`src/rtl/average_calc_pkg.sv`:
```
`default_nettype none
// ============================================================================
// average_calc_pkg : shared state encoding and sizing for the averaging FSM
// Rev 1.0
// ============================================================================
package average_calc_pkg;

    localparam int c_avg_state_w = 3;

    typedef enum logic [c_avg_state_w-1:0] {
        ST_IDLE  = 3'd0,
        ST_INIT  = 3'd1,
        ST_ACCUM = 3'd2,
        ST_SHIFT = 3'd3,
        ST_DONE  = 3'd4
    } avg_state_t;

    // Sample counter width; n is a power of two, so the counter wraps to 0
    // naturally after the last sample.
    function automatic int cnt_width(input int n);
        return (n > 2) ? $clog2(n) : 1;
    endfunction

endpackage
`default_nettype wire

```
`src/rtl/average_calc_controller.sv`:
```
`default_nettype none
// ============================================================================
// average_calc_controller : sequences init/load/shift strobes for the datapath
// Rev 1.0
// ============================================================================
module average_calc_controller
    import average_calc_pkg::*;
#(
    parameter int n = 4
) (
    input  logic clk,
    input  logic rst_n,
    input  logic start,
    input  logic abort,
    input  logic x_valid,
    output logic init_sum,
    output logic init_shift,
    output logic load,
    output logic shift,
    output logic ready,
    output logic busy,
    output logic done
);

    localparam int                 c_cnt_w = cnt_width(n);
    localparam logic [c_cnt_w-1:0] c_last  = c_cnt_w'(n - 1);

    avg_state_t         r_state;
    avg_state_t         w_next_state;
    logic [c_cnt_w-1:0] r_count;
    logic [c_cnt_w-1:0] w_next_count;

    always_ff @(posedge clk or negedge rst_n) begin
        if (!rst_n) begin
            r_state <= ST_IDLE;
            r_count <= '0;
        end else begin
            r_state <= w_next_state;
            r_count <= w_next_count;
        end
    end

    always_comb begin
        w_next_state = r_state;
        w_next_count = r_count;
        ready        = 1'b0;
        busy         = 1'b0;
        done         = 1'b0;
        load         = 1'b0;
        shift        = 1'b0;
        init_sum     = 1'b0;
        init_shift   = 1'b0;

        case (r_state)
            ST_IDLE: begin
                ready = 1'b1;
                if (start) w_next_state = ST_INIT;
            end
            ST_INIT: begin
                busy         = 1'b1;
                init_sum     = 1'b1;
                init_shift   = 1'b1;
                w_next_count = '0;
                w_next_state = ST_ACCUM;
            end
            ST_ACCUM: begin
                busy = 1'b1;
                load = x_valid;
                if (x_valid) begin
                    w_next_count = r_count + 1'b1;
                    if (r_count == c_last) w_next_state = ST_SHIFT;
                end
            end
            ST_SHIFT: begin
                busy         = 1'b1;
                shift        = 1'b1;
                w_next_state = ST_DONE;
            end
            ST_DONE: begin
                done         = 1'b1;
                w_next_state = start ? ST_INIT : ST_IDLE;
            end
            default: begin
                w_next_state = ST_IDLE;
            end
        endcase

        // Cancel overrides every transition; current-cycle strobes stay as decoded.
        if (abort) begin
            w_next_state = ST_IDLE;
            w_next_count = '0;
        end
    end

endmodule
`default_nettype wire
```
`config.mk`:
```
export PLATFORM = sky130hd
export DESIGN_NAME = average_calc_controller
export DESIGN_NICKNAME = d
export VERILOG_FILES = /design/src/rtl/average_calc_pkg.sv /design/src/rtl/average_calc_controller.sv
export SDC_FILE = /design/constraint.sdc
export NUM_CORES = 1
export LEC_CHECK = 0
export CELL_PAD_IN_SITES_DETAIL_PLACEMENT = 2
export CELL_PAD_IN_SITES_GLOBAL_PLACEMENT = 2
export CORE_MARGIN = 1
export CORE_UTILIZATION = 21
export DETAILED_ROUTE_END_ITERATION = 16
export HOLD_SLACK_MARGIN = 0.03
export PLACE_DENSITY = 0.77
export REMOVE_ABC_BUFFERS = 1
export SYNTH_ARGS = -nofsm -noshare
export SYNTH_HDL_FRONTEND = slang
export SYNTH_SLANG_ARGS = --single-unit
```
`constraint.sdc`:
```
create_clock -name clk -period 1.1 [get_ports clk]
set_input_delay 0.22 -clock clk [delete_from_list [all_inputs] [get_ports clk]]
set_output_delay 0.22 -clock clk [all_outputs]
set_load 0.05 [all_outputs]
```
==> results by group <==
Outcome
  • Outcome: finished with violations
  • Violated checks: negative setup slack

Drt
  • Drt via density: 4.79
  • TritonRoute pass-1 iters: 2
  • Post-DRT Antenna Nets: 0
  • Initial drt markers: 2
  • Remaining routing DRC violations: 0
  • Total length of routed wires: 1070 um
  • Routed length per instance: 14.9 um
  • Routed vias: 345

Yosys
  • Avg Inst Size Synth: 10.4 um2
  • Post-Synth XOR/XNOR Area: 2.62%
  • Largest family of logic cells by synthesized area: simple AND/OR/NAND/NOR gates
  • Mapped Cells: 32
  • Synth Area in Compound Gates: 14.2%
  • Multiplexer share of the synthesized area: 3.37%
  • Post-synthesis sequential area ratio: 37.5%
  • Simple-gate share of the synthesized area: 30.3%
  • Synth Area in Adders: 3.75%
  • Cell variety after synth: 21
  • Post-Syn Area: 334 um2
  • Syn. warnings: 0
  • #FFs+latches synth: 5

Die
  • DIE AREA: 0.00175 mm2
  • Core area: 0.00149 mm2
  • I/O Pins: 12
  • Die Wd: 41.9 um
  • Chip Height: 41.9 um
  • Row count: 14
  • Initial Util: 22.4%

GRT
  • GRT Total Usage: 13.7%
  • Initial antenna violation count: 0
  • Largest net degree at the start of global routing: 8
  • Vias in the first global route: 402
  • First-pass GRT wire length: 1730 um
  • Grt total ovfl: 0

Timing
  • Fin crit share: 131%
  • Endpoints failing hold: 0
  • Worst Max-Slew Pin Slew: 0.271 ns
  • Min Tclk post-route: 1.44 ns
  • Final Max Slew Viols: 0
  • Clk_skew: 0.00228 ns
  • Final setup viols: 11
  • Worst hold margin: 0.203 ns
  • Setup TNS: -2.62 ns
  • Max frequency: 0.693 GHz
  • Final setup margin: -0.344 ns
  • Unrepaired setup endpoints after global routing: true
  • Max-slew headroom: 81.8%

Clock tree
  • Clock tree root driver cell: clkbuf_4
  • # hold bufs at CTS: 0
  • Skew-Pair Late Insertion Delay: 0.25 ns
  • Number of CTS-inserted buffers: 3
  • Clk pin slew, worst setup/hold paths: 0.05 ns
  • CTS max path bufs: 2
  • Sink Count: 5
  • H-Tree Depth: 1
  • CTS tree: built

Placement
  • Post-DP HPWL: 718 um
  • Gpl congestion: 0.752
  • Placed cells: 64
  • Port buffer count: 11

Setup path
  • Req. time, crit path: 0.88 ns
  • Worst Setup Start Kind: register
  • Worst Path Max Fanout: 5
  • CP endpoint kind: output pin
  • Critical Path, Cell by Cell: nor3b_2 > buf_4 > buf_12
  • Worst Path Buf+Inv: 2
  • Slowest-stage cell, CP: dfrtp_2
  • Setup CP Type: reg2out
  • Largest stage delay on the critical path: 0.45 ns
  • Top Family by Delay on Critical Path: flip-flops
  • Arr. time, crit path: 1.22 ns

Layout
  • Commonest cells after routing, fill and taps aside: buf_4 (9), buf_12 (7), clkdlybuf4s50_1 (4)
  • Final cell count without fillers: 72
  • Area Overhead vs Synth: 112%
  • Antenna cells: 0
  • Layout cells sized above 1: 71.4%
  • Final #Nets: 63
  • Commonest non-fill, non-tap cell in the layout: buf_4

Flow run
  • Number of max-cap violations: 0

Worst hold path
  • Worst hold-check path type: in2async

Pwr
  • Pleak: 0.314 nW
  • Pwr/cell area: 1130 mW/mm2
  • Max rail drop VDD: 0.506 mV
## through the flow
stage / power (mW) / util [%] / worst slack (ns) / area, um2
floorplan: 0.335 / - / -1.82 / 310
global placement: 0.496 / 38.3 / -0.308 / 571
detailed placement: 0.503 / 38.3 / -0.357 / 571
CTS: 0.763 / 43.4 / -0.296 / 647
global route: 0.847 / 47.6 / -0.398 / 709
finish: 0.802 / 47.6 / -0.344 / 709
## synth_stat cells
master / number / area, um2
xnor2_1: 1 / 8.76
ha_1: 1 / 12.5
dfrtp_1: 5 / 125
nor3b_1: 1 / 7.51
and2_2: 1 / 7.51
a21oi_1: 1 / 5.00
inv_1: 1 / 3.75
a32oi_1: 2 / 17.5
nor2_1: 3 / 11.3
o32ai_2: 1 / 16.3
nor2b_2: 1 / 8.76
nand3b_4: 1 / 20.0
o32ai_1: 1 / 8.76
buf_6: 1 / 11.3
buf_4: 1 / 7.51
mux2_2: 1 / 11.3
buf_2: 1 / 5.00
nor2b_1: 1 / 6.26
nor3_1: 3 / 15.0
and2_1: 1 / 6.26
nand2b_1: 3 / 18.8
## registers in the layout (all words and copies together), names as in the netlist
register / count
r_count: 2
r_state: 3
## kinds of logic after synthesis
group           count (synthesis)
buf+inv                         4
xor+xnor                        1
flops                           5
mux                             1
fa+ha+maj                       1
simple gates                   15
compound gates                  5
## routing by layer
| layer | global-route usage, % | up-vias | wire (um) |
|---|---|---|---|
| li1 | - | 161 | - |
| met1 | 15.1 | 170 | 435 |
| met2 | 23.1 | 12 | 578 |
| met3 | 1.30 | 2 | 29 |
| met4 | 11.6 | 0 | 27 |
| met5 | 0 | - | 0 |
## final timing paths
kind | from | end | cells past startpoint | slack (ns)
min | rst_n | r_state[0] | 1 | 0.20
max in group asynchronous | rst_n | r_state[2] | 1 | 0.68
min reg2reg | r_count[1] | r_count[1] | 2 | 0.59
min in group clk | r_count[1] | r_count[1] | 2 | 0.59
max | r_state[1] | init_shift | 3 | -0.34
max reg2reg | r_state[1] | r_count[1] | 5 | -0.20
## power by group
group / total [mW] / internal (mW) / leakage, nW / switching [mW]
registers: 0.212 / 0.195 / 0.0638 / 0.0168
clock network: 0.224 / 0.138 / 0.0150 / 0.0865
logic: 0.367 / 0.196 / 0.236 / 0.171
## layout make-up
class,instances,area (um2)
Multi-Input combinational cell,23,243
Inverter,1,6.26
Clock buffer,4,26.3
Timing Repair Buffer,23,285
Fill cell,145,779
Sequential cell,5,129
Tap cell,16,20.0
## repair_timing
action | 4_1_cts | 5_1_grt
pin swaps | 2 | 5
buffers inserted | 3 | 1
endpoints found under the setup margin | 11 | 11
resized for setup | 10 | 11
Power figures use the tool's default switching activity.
